==> config.mk <==
export PLATFORM = sky130hd
export DESIGN_NAME = poly_modaddsub_stream_flat
export DESIGN_NICKNAME = d
export VERILOG_FILES = /design/src/rtl/poly_modaddsub_stream_if.sv /design/src/rtl/poly_modaddsub_stream.sv /design/src/flat_wrapper.sv
export SDC_FILE = /design/constraint.sdc
export NUM_CORES = 1
export LEC_CHECK = 0
export CAP_MARGIN = 10
export CORE_AREA = 5 5 121 123
export CTS_CLUSTER_SIZE = 10
export DETAILED_ROUTE_END_ITERATION = 6
export DIE_AREA = 0 0 126 128
export PLACE_DENSITY = 0.81
export SKIP_CTS_REPAIR_TIMING = 1
export SLEW_MARGIN = 40
export SYNTH_ARGS = -nofsm -noshare
export SYNTH_HDL_FRONTEND = slang
export SYNTH_SLANG_ARGS = --single-unit
==> constraint.sdc <==
create_clock -name clk -period 4 [get_ports clk]
set_input_delay 0.6 -clock clk [delete_from_list [all_inputs] [get_ports clk]]
set_output_delay 0.6 -clock clk [all_outputs]
set_load 0.01 [all_outputs]
==> src/rtl/poly_modaddsub_stream_if.sv <==
// ---------------------------------------------------------------------------
// poly_modaddsub_stream_if
// Bundles the coefficient stream of poly_modaddsub_stream.
//   q, op          : modulus and add/sub select, sampled on the first beat
//   in_valid/ready : input handshake carrying operand pair a, b
//   out_valid/ready: output handshake carrying c, out_idx, out_last
//   busy, done     : polynomial-in-progress level and completion pulse
// master = stream producer/consumer (testbench or upstream logic),
// slave  = the engine itself.
// ---------------------------------------------------------------------------
interface poly_modaddsub_stream_if #(
  parameter int DATA_WIDTH = 16,
  parameter int N_COEFF    = 256,
  parameter int IDX_W      = $clog2(N_COEFF)
);
  logic [DATA_WIDTH-1:0] q;
  logic                  op;
  logic                  in_valid;
  logic                  in_ready;
  logic [DATA_WIDTH-1:0] a;
  logic [DATA_WIDTH-1:0] b;
  logic                  out_valid;
  logic                  out_ready;
  logic [DATA_WIDTH-1:0] c;
  logic [IDX_W-1:0]      out_idx;
  logic                  out_last;
  logic                  busy;
  logic                  done;

  modport master (
    output q, op, in_valid, a, b, out_ready,
    input  in_ready, out_valid, c, out_idx, out_last, busy, done
  );

  modport slave (
    input  q, op, in_valid, a, b, out_ready,
    output in_ready, out_valid, c, out_idx, out_last, busy, done
  );
endinterface

==> src/rtl/poly_modaddsub_stream.sv <==
// ---------------------------------------------------------------------------
// poly_modaddsub_stream
// Streaming modular add/subtract for polynomial coefficients: c = (a +/- b)
// mod q, one coefficient pair per cycle, two registered pipeline stages.
// Ports:
//   clk   : rising-edge clock
//   rst_n : asynchronous active-low reset
//   bus   : poly_modaddsub_stream_if.slave (q, op, in_valid/in_ready, a, b,
//           out_valid/out_ready, c, out_idx, out_last, busy, done)
// q and op are captured on the first beat of each polynomial and held for
// all N_COEFF beats; the coefficient index travels alongside the data.
// ---------------------------------------------------------------------------
module poly_modaddsub_stream #(
  parameter int DATA_WIDTH = 16,
  parameter int N_COEFF    = 256,
  parameter int IDX_W      = $clog2(N_COEFF)
) (
  input  logic                    clk,
  input  logic                    rst_n,
  poly_modaddsub_stream_if.slave  bus
);

  localparam logic [IDX_W-1:0] LAST_IDX = IDX_W'(N_COEFF - 1);
  localparam logic [IDX_W-1:0] IDX_ZERO = IDX_W'(0);
  localparam logic [IDX_W-1:0] IDX_ONE  = IDX_W'(1);

  typedef enum logic [1:0] {
    IDLE  = 2'd0,
    RUN   = 2'd1,
    DRAIN = 2'd2
  } state_t;

  state_t state_r;
  state_t state_nx;

  // polynomial-wide context
  logic [IDX_W-1:0]      in_idx_r;
  logic [DATA_WIDTH-1:0] q_r;
  logic                  op_r;

  // stage 1: raw sum/difference plus correction flag
  logic                  s1_valid_r;
  logic [DATA_WIDTH-1:0] s1_val_r;
  logic                  s1_flag_r;
  logic [IDX_W-1:0]      s1_idx_r;

  // stage 2: fully reduced result, drives the output port directly
  logic                  out_valid_r;
  logic [DATA_WIDTH-1:0] c_r;
  logic [IDX_W-1:0]      out_idx_r;
  logic                  out_last_r;
  logic                  done_r;

  logic                  stall_s;
  logic                  in_ready_s;
  logic                  in_ready_g_s;
  logic                  accept_s;
  logic                  fin_s;
  logic [DATA_WIDTH-1:0] eff_q_s;
  logic                  eff_op_s;
  logic [IDX_W-1:0]      beat_idx_s;
  logic [DATA_WIDTH:0]   s1_val_s;
  logic                  s1_flag_s;
  logic [DATA_WIDTH-1:0] s2_c_s;

  // Output stage is full and downstream refuses it: freeze both stages.
  assign stall_s  = out_valid_r && !bus.out_ready;
  // Final coefficient leaves the block on this edge.
  assign fin_s    = out_valid_r && bus.out_ready && out_last_r;

  // Ready is forced low while reset is asserted, since IDLE alone would
  // otherwise advertise readiness during reset.
  assign in_ready_g_s = in_ready_s && rst_n;
  assign accept_s     = bus.in_valid && in_ready_g_s;

  // FSM next-state and input readiness
  always_comb begin
    state_nx   = state_r;
    in_ready_s = 1'b0;
    case (state_r)
      IDLE: begin
        in_ready_s = 1'b1;
        if (bus.in_valid) begin
          state_nx = RUN;
        end else begin
          state_nx = IDLE;
        end
      end
      RUN: begin
        in_ready_s = !stall_s;
        if (accept_s && (in_idx_r == LAST_IDX)) begin
          state_nx = DRAIN;
        end else begin
          state_nx = RUN;
        end
      end
      DRAIN: begin
        in_ready_s = 1'b0;
        if (fin_s) begin
          state_nx = IDLE;
        end else begin
          state_nx = DRAIN;
        end
      end
      default: begin
        in_ready_s = 1'b0;
        state_nx   = IDLE;
      end
    endcase
  end

  // FSM state register
  always_ff @(posedge clk or negedge rst_n) begin
    if (!rst_n) begin
      state_r <= IDLE;
    end else begin
      state_r <= state_nx;
    end
  end

  // Stage-1 arithmetic. On the first beat q_r/op_r are not yet loaded, so
  // the live port values are used for that beat only.
  always_comb begin
    if (state_r == IDLE) begin
      eff_q_s    = bus.q;
      eff_op_s   = bus.op;
      beat_idx_s = IDX_ZERO;
    end else begin
      eff_q_s    = q_r;
      eff_op_s   = op_r;
      beat_idx_s = in_idx_r;
    end
    if (eff_op_s) begin
      s1_val_s  = {1'b0, bus.a} - {1'b0, bus.b};
      s1_flag_s = (bus.a < bus.b);
    end else begin
      s1_val_s  = {1'b0, bus.a} + {1'b0, bus.b};
      s1_flag_s = (s1_val_s >= {1'b0, eff_q_s});
    end
  end

  // Stage-2 correction. Only the low DATA_WIDTH bits survive, and modular
  // wrap at 2^DATA_WIDTH gives the exact result whenever a, b < q.
  always_comb begin
    if (s1_flag_r) begin
      if (op_r) begin
        s2_c_s = s1_val_r + q_r;
      end else begin
        s2_c_s = s1_val_r - q_r;
      end
    end else begin
      s2_c_s = s1_val_r;
    end
  end

  // Polynomial context: latch q/op on the first beat, count accepted beats
  always_ff @(posedge clk or negedge rst_n) begin
    if (!rst_n) begin
      in_idx_r <= IDX_ZERO;
      q_r      <= {DATA_WIDTH{1'b0}};
      op_r     <= 1'b0;
    end else if (accept_s) begin
      if (state_r == IDLE) begin
        q_r      <= bus.q;
        op_r     <= bus.op;
        in_idx_r <= IDX_ONE;
      end else begin
        in_idx_r <= in_idx_r + IDX_ONE;
      end
    end
  end

  // Stage-1 register: raw result, flag and index of the accepted beat
  always_ff @(posedge clk or negedge rst_n) begin
    if (!rst_n) begin
      s1_valid_r <= 1'b0;
      s1_val_r   <= {DATA_WIDTH{1'b0}};
      s1_flag_r  <= 1'b0;
      s1_idx_r   <= IDX_ZERO;
    end else if (!stall_s) begin
      s1_valid_r <= accept_s;
      if (accept_s) begin
        s1_val_r  <= s1_val_s[DATA_WIDTH-1:0];
        s1_flag_r <= s1_flag_s;
        s1_idx_r  <= beat_idx_s;
      end
    end
  end

  // Stage-2 register: reduced result presented on the output handshake
  always_ff @(posedge clk or negedge rst_n) begin
    if (!rst_n) begin
      out_valid_r <= 1'b0;
      c_r         <= {DATA_WIDTH{1'b0}};
      out_idx_r   <= IDX_ZERO;
      out_last_r  <= 1'b0;
    end else if (!stall_s) begin
      out_valid_r <= s1_valid_r;
      if (s1_valid_r) begin
        c_r        <= s2_c_s;
        out_idx_r  <= s1_idx_r;
        out_last_r <= (s1_idx_r == LAST_IDX);
      end
    end
  end

  // Completion pulse, one cycle after the last coefficient is taken
  always_ff @(posedge clk or negedge rst_n) begin
    if (!rst_n) begin
      done_r <= 1'b0;
    end else begin
      done_r <= (state_r == DRAIN) && fin_s;
    end
  end

  assign bus.in_ready  = in_ready_g_s;
  assign bus.out_valid = out_valid_r;
  assign bus.c         = c_r;
  assign bus.out_idx   = out_idx_r;
  assign bus.out_last  = out_last_r;
  assign bus.busy      = (state_r != IDLE);
  assign bus.done      = done_r;

endmodule

==> src/flat_wrapper.sv <==
// flat-port wrapper written by rule: the top's interface ports become plain ports
module poly_modaddsub_stream_flat 
#(
  parameter int DATA_WIDTH = 16,
  parameter int N_COEFF    = 256,
  parameter int IDX_W      = $clog2(N_COEFF)
)
  (clk, rst_n, bus_q, bus_op, bus_in_valid, bus_a, bus_b, bus_out_ready, bus_in_ready, bus_out_valid, bus_c, bus_out_idx, bus_out_last, bus_busy, bus_done);
  poly_modaddsub_stream_if #(.DATA_WIDTH(DATA_WIDTH), .N_COEFF(N_COEFF), .IDX_W(IDX_W)) bus_i ();
  input  logic clk;
  input  logic rst_n;
  input wire logic [$bits(bus_i.q)-1:0] bus_q;
  input wire logic [$bits(bus_i.op)-1:0] bus_op;
  input wire logic [$bits(bus_i.in_valid)-1:0] bus_in_valid;
  input wire logic [$bits(bus_i.a)-1:0] bus_a;
  input wire logic [$bits(bus_i.b)-1:0] bus_b;
  input wire logic [$bits(bus_i.out_ready)-1:0] bus_out_ready;
  output wire logic [$bits(bus_i.in_ready)-1:0] bus_in_ready;
  output wire logic [$bits(bus_i.out_valid)-1:0] bus_out_valid;
  output wire logic [$bits(bus_i.c)-1:0] bus_c;
  output wire logic [$bits(bus_i.out_idx)-1:0] bus_out_idx;
  output wire logic [$bits(bus_i.out_last)-1:0] bus_out_last;
  output wire logic [$bits(bus_i.busy)-1:0] bus_busy;
  output wire logic [$bits(bus_i.done)-1:0] bus_done;
  assign bus_i.q = bus_q;
  assign bus_i.op = bus_op;
  assign bus_i.in_valid = bus_in_valid;
  assign bus_i.a = bus_a;
  assign bus_i.b = bus_b;
  assign bus_i.out_ready = bus_out_ready;
  assign bus_in_ready = bus_i.in_ready;
  assign bus_out_valid = bus_i.out_valid;
  assign bus_c = bus_i.c;
  assign bus_out_idx = bus_i.out_idx;
  assign bus_out_last = bus_i.out_last;
  assign bus_busy = bus_i.busy;
  assign bus_done = bus_i.done;
  poly_modaddsub_stream #(.DATA_WIDTH(DATA_WIDTH), .N_COEFF(N_COEFF), .IDX_W(IDX_W)) u_core (.clk(clk), .rst_n(rst_n), .bus(bus_i));
endmodule
Word level (Yosys, flattened, before mapping)
Index checks and enable logic that the tools add are counted.

storage, ports and cells
  register bits after elaboration = 80
  bits of input ports = 53

operators by class
  add/sub/neg operators = 5
  $lt $le $gt $ge = 2
  eq/ne operators = 4
  multiplexer cells = 13
  bitwise operators = 1
  reduce and logical (&&, ||, !) cells = 13

operators with widths
  kind                   number
  $mux W16               4
  $sub A16 B16 Y16       2
  $add A16 B16 Y17       1
  $ge A17 B16 Y1         1
  $add A16 B16 Y16       1
  $eq A8 B8 Y1 const B   2
  $lt A16 B16 Y1         1
  $mux W8                2
  $add A8 B1 Y8 const B  1
  $logic_and A1 B1 Y1    7
  $pmux W2 S3            1
  $mux W2                2
  $reduce_and A2 Y1      2
  $mux W1                3
  $eq A2 B1 Y1 const B   1
  $eq A2 B2 Y1 const B   1
  $logic_not A1 Y1       2
  $logic_not A2 Y1       1
  $pmux W1 S2            1
  $reduce_bool A2 Y1     1
  $not A1 Y1             1

Logic depth before layout (Yosys ltp)
Gate-level depths: netlist (run 1).

  depth in word-level cells = 9
  depth in mapped cells = 17

Worst setup path after synthesis (run 1)
No wires, ideal clock.

  path type = input to register
  from = in bus_b[2]
  to = reg u_core.s1_flag_r
  library setup time = 129 ps
  arrival = 3292 ps
  data required time = 3871 ps
  slack = 580 ps
  stages on the path = 17
  buffers on the path = 1
  cell sequence = inv_1 -> ha_1 -> buf_6 -> nand2b_4 -> a221oi_2 -> nor2_1 -> o21a_1 -> o31a_1 -> xnor2_1 -> ha_1 -> a21oi_1 -> nor2b_1 -> o21ai_0 -> nand2b_1 -> a221o_1 -> a31oi_1 -> a211oi_1

on the way
  word-level cells in the longest chain between the ends = 3

ends and longest elaborated chain
  what                  RTL line                      source
  from (decl)           flat_wrapper.sv:16            input wire logic [$bits(bus_i.b)-1:0] bus_b;
  $add A16 B16 Y17      poly_modaddsub_stream.sv:137  s1_val_s = {1'b0, bus.a} + {1'b0, bus.b};
  $ge A17 B16 Y1        poly_modaddsub_stream.sv:138  s1_flag_s = (s1_val_s >= {1'b0, eff_q_s});
  $mux W1 *             poly_modaddsub_stream.sv:133  if (eff_op_s) begin
  to (signal assigned)  poly_modaddsub_stream.sv:184  s1_flag_r <= s1_flag_s;
  to (decl)             poly_modaddsub_stream.sv:44   logic s1_flag_r;

Every way passes the cells marked *; elsewhere a longest branch is shown, timed or not.
A chain may end at the register's enable or synchronous reset.

Worst setup path in the final report (run 1)
  from = in bus_b[1]
  to = reg u_core.s1_flag_r

The elaborated chain is that of the path after synthesis.

==> impl_results.rst, run 1 <==
.. list-table::
   :header-rows: 1

   * - Metric
     - Value
   * - Total congestion overflow
     - 0
   * - Fraction of layout cells with a size suffix above 1
     - 0.0671
   * - Effective utilization at floorplan
     - 0.481
   * - Nets in the synthesized netlist
     - between 900 and 1000
   * - Post-synth EDFFs
     - 0
   * - Most frequently used flop master after synthesis
     - sky130_fd_sc_hd__dfrtp_1
   * - Final Hold Slack
     - 356 ps
   * - Biggest cell delay along the critical path
     - approximately 560 ps
   * - Number of endpoints with negative hold slack in the final report
     - 0
   * - Gpl congestion
     - between 0.8 and 0.9
   * - Part of the Yosys area used for sequential elements
     - 0.307
   * - Total power consumption of the routed design
     - 4660 uW
   * - Netlist area before placement
     - around 6500 um^2
   * - Worst slew slack as a fraction of its limit
     - 0.486
   * - Die footprint
     - around 16000 um^2
   * - Total number of placement rows
     - between 40 and 50
   * - Final Net Count
     - just under 1000
   * - Distinct cell type count after synthesis
     - 64
   * - Final setup margin
     - between 200 and 300 ps
   * - Critical path class
     - primary input to flip-flop
   * - Cell type of the slowest stage on the worst timing path
     - sky130_fd_sc_hd__clkdlybuf4s50_1
   * - Total Routing Usage GR
     - 0.201
   * - IR drop worst, VDD
     - 282 uV
   * - Die Span Y
     - about 130 um
   * - Post-Place Cell Area
     - approximately 7600 um^2
   * - Insertion delay to the later sink of the worst-skew pair
     - around 350 ps
   * - Type of the worst min-delay path
     - primary input to asynchronous set/reset pin
   * - Most frequent cell after synthesis
     - sky130_fd_sc_hd__nand2_1
   * - Die X
     - between 100 and 150 um
   * - Crit path time final
     - around 3700 ps
   * - Number of DRC markers after the initial detailed-route iteration
     - about 580
   * - Cell count along the critical path
     - 17
   * - DRC Markers
     - 0
   * - Growth of design area from synthesis to finish
     - 21.1%
   * - Routed vias
     - 5850
   * - Period utilization
     - 0.927
   * - Highest attainable clock frequency
     - approximately 270 MHz
   * - HPWL reported at the end of detailed placement
     - roughly 12000 um
   * - Number of buffer and inverter instances along the worst setup path
     - 2
   * - Clock buffers created by TritonCTS
     - 9
   * - PD cells
     - about 590 nW/um^2
   * - Final total negative setup slack
     - 0 ps
   * - Number of antenna diodes
     - 0
   * - Buffers on Ports
     - between 80 and 90
   * - Gate count after technology mapping
     - around 780
   * - R2R depth
     - 12
   * - Initial DRT Pass Iterations
     - 6
   * - Result of the run
     - finished, final reports clean
   * - Total wirelength of the detailed-routed design
     - between 15000 and 20000 um
   * - Vias in the first global route
     - 5580
   * - Clock buffer depth
     - 2
   * - Max-cap violations
     - 0
   * - Pin count of the biggest net entering global routing
     - 81
   * - Data arrival time of the worst path
     - ~3900 ps
   * - Cell area after layout
     - around 7900 um^2
   * - Post-synth top area share
     - 0.307
   * - Wire length of the first global-routing pass
     - around 27000 um
   * - Number of antenna-violating nets in the routed design
     - 0
   * - Startpoint type of the worst setup path
     - primary input
   * - Slew of the pin with the lowest slew margin
     - roughly 770 ps
   * - Worst clock skew
     - about 9.0 ps
   * - Clock slew seen by the registers of the worst setup and hold paths
     - 60 ps
   * - IO Count
     - between 80 and 90
   * - Clock sink count
     - 80
   * - Kind of cell adding the most delay to the critical path
     - compound AO/OA/AOI/OAI gates
   * - Core region area
     - 13600 um^2
   * - Most numerous cell types in the synthesized netlist
     - sky130_fd_sc_hd__nand2_1 (97), sky130_fd_sc_hd__dfrtp_1 (80), sky130_fd_sc_hd__a21oi_1 (66)
   * - Maximum fanout count along the critical path
     - 4
   * - Register bit count reported by yosys
     - 80
   * - H-tree level count
     - 3
   * - Yosys warnings
     - 0
   * - Routed length per placed instance
     - roughly 15 um
   * - Data required time at the worst endpoint
     - 4220 ps
   * - Placement-stage worst setup slack
     - -45.5 ps
   * - Share of flip-flops with an asynchronous set or reset
     - 1.00
   * - Syn avg cell area
     - between 8 and 9 um^2
   * - Top cells by area in the synthesized netlist
     - sky130_fd_sc_hd__dfrtp_1 (31%), sky130_fd_sc_hd__ha_1 (12%), sky130_fd_sc_hd__nand2_1 (5.6%), sky130_fd_sc_hd__a21oi_1 (5.1%), sky130_fd_sc_hd__mux2i_1 (4.3%)
   * - Final number of setup-violating endpoints
     - 0
   * - Initial antenna violation count
     - 0
   * - Worst setup EP type
     - flip-flop
   * - Area leader, netlist
     - sky130_fd_sc_hd__dfrtp_1
   * - Crit path cell chain
     - clkdlybuf4s50_1 > inv_1 > ha_1 > nor2b_1 > o311a_1 > nor2_1 > o21ba_2 > o21ai_0 > a21oi_1 > xnor2_1 > ha_1 > a21o_1 > a21oi_1 > o21ai_0 > a221o_1 > a31oi_1 > a211oi_1
   * - CTS root buffer
     - sky130_fd_sc_hd__clkbuf_16
   * - Setup repair after global routing missed its margin
     - no
   * - Max-slew violations
     - 0
   * - Leakage
     - 0.00358 uW
   * - Slack of the worst reg-to-reg path
     - 610 ps
   * - Per-cell via count in the routed design
     - 5.60
   * - Clock tree from TritonCTS
     - built
## logic make-up after synthesis
family                   share of synthesized area
buffers and inverters                       0.0476
multiplexers                                0.0464
AO/OA/AOI/OAI                                0.214
adder cells (fa/ha/maj)                      0.134
XOR/XNOR                                    0.0672
flip-flops                                   0.307
AND/OR/NAND/NOR                              0.183
## routing by layer
metal / vias to the layer above / GRT usage / wire length (um)
met5: - / 0 / 0
met4: 0 / 0.0694 / 327
met3: 24 / 0.0333 / 888
met2: 182 / 0.332 / 7470
met1: 2705 / 0.269 / 7240
li1: 2939 / - / -
## worst register-to-register path, cell delays in order (launching register included)
cell and delay, ps:
sky130_fd_sc_hd__dfrtp_1 440, sky130_fd_sc_hd__nor3_1 290, sky130_fd_sc_hd__nor2b_1 270, sky130_fd_sc_hd__nor2_1 80
sky130_fd_sc_hd__xnor2_1 160, sky130_fd_sc_hd__ha_1 350, sky130_fd_sc_hd__a2111oi_0 520, sky130_fd_sc_hd__o21ai_0 170
sky130_fd_sc_hd__a31oi_1 310, sky130_fd_sc_hd__o21ai_0 210, sky130_fd_sc_hd__a21oi_1 220, sky130_fd_sc_hd__xor2_1 160
sky130_fd_sc_hd__o21ai_0 90
## cells in the final DEF, fill, tap and decap left out, drive strengths merged, types with 4 or more instances in the layout
master / netlist / layout
nor2b: 8 / 8
clkdlybuf4s50: 0 / 80
mux2i: 28 / 28
inv: 41 / 45
xor2: 21 / 21
o21bai: 6 / 6
dfrtp: 80 / 80
nor3: 12 / 12
a221oi: 4 / 4
o211ai: 4 / 4
o21a: 6 / 6
a31oi: 7 / 7
xnor2: 29 / 29
nor2: 65 / 65
ha: 65 / 65
a21oi: 66 / 66
clkbuf: 27 / 10
nand3b: 5 / 5
buf: 11 / 25
nor3b: 8 / 8
nand4: 8 / 8
nand2: 97 / 97
and3: 10 / 10
nand2b: 6 / 6
and2: 6 / 6
nand3: 24 / 24
o21ai: 61 / 61
a211oi: 8 / 8
a21o: 15 / 15
o31ai: 5 / 5
## path summary, 6_finish.rpt
kind / start / endpoint
worst max-delay path: bus_b[1] / u_core.s1_flag_r
worst min-delay path: rst_n / u_core.bus.done
worst max register to register: u_core.q_r[4] / u_core.bus.c[13]
worst min register to register: u_core.bus.c[7] / u_core.bus.c[7]
max in group asynchronous: rst_n / u_core.s1_flag_r
min in group clk: u_core.bus.c[7] / u_core.bus.c[7]
## cell type report
| class | count | area (um^2) |
|---|---|---|
| sequential | 80 | 2000 |
| fill | 1205 | 5660 |
| timing repair buffer | 105 | 992 |
| clock inverter | 6 | 72.6 |
| clock buffer | 10 | 239 |
| multi-input combinational | 622 | 4210 |
| tap | 180 | 225 |
| inverter | 41 | 154 |
## metrics by stage
stage / std cells / util
after detailed placement: 1028 / 0.559
after floorplan: 781 / -
final: 1044 / 0.582
after CTS: 1044 / 0.582
after global placement: 1028 / 0.559
after global routing: 1044 / 0.582
## flip-flops by register name, summed over array words and instances, names as in the netlist, 2 cells and up
name and cells:
u_core.bus.c 16, u_core.q_r 16, u_core.s1_val_r 16, u_core.bus.out_idx 8, u_core.in_idx_r 8, u_core.s1_idx_r 8
u_core.state_r 2
## report_power, final
group	internal [uW]	switching (uW)	leakage, uW	total [uW]
Sequential	1060	290	0.000976	1350
Combinational	1170	1290	0.00245	2460
Clock	510	347	0.000156	858
Total	2740	1920	0.00358	4660
(Power assumes the default switching activity.)
==> inputs of run 2 (changes only) <==
--- a/config.mk
+++ b/config.mk
@@ -12,6 +12,7 @@
 export DIE_AREA = 0 0 126 128
 export PLACE_DENSITY = 0.81
 export SKIP_CTS_REPAIR_TIMING = 1
+export SKIP_LAST_GASP = 1
 export SLEW_MARGIN = 40
 export SYNTH_ARGS = -nofsm -noshare
 export SYNTH_HDL_FRONTEND = slang
==> results of run 2 <==
The final DEF is identical to that of run 1; final timing and power are the same.
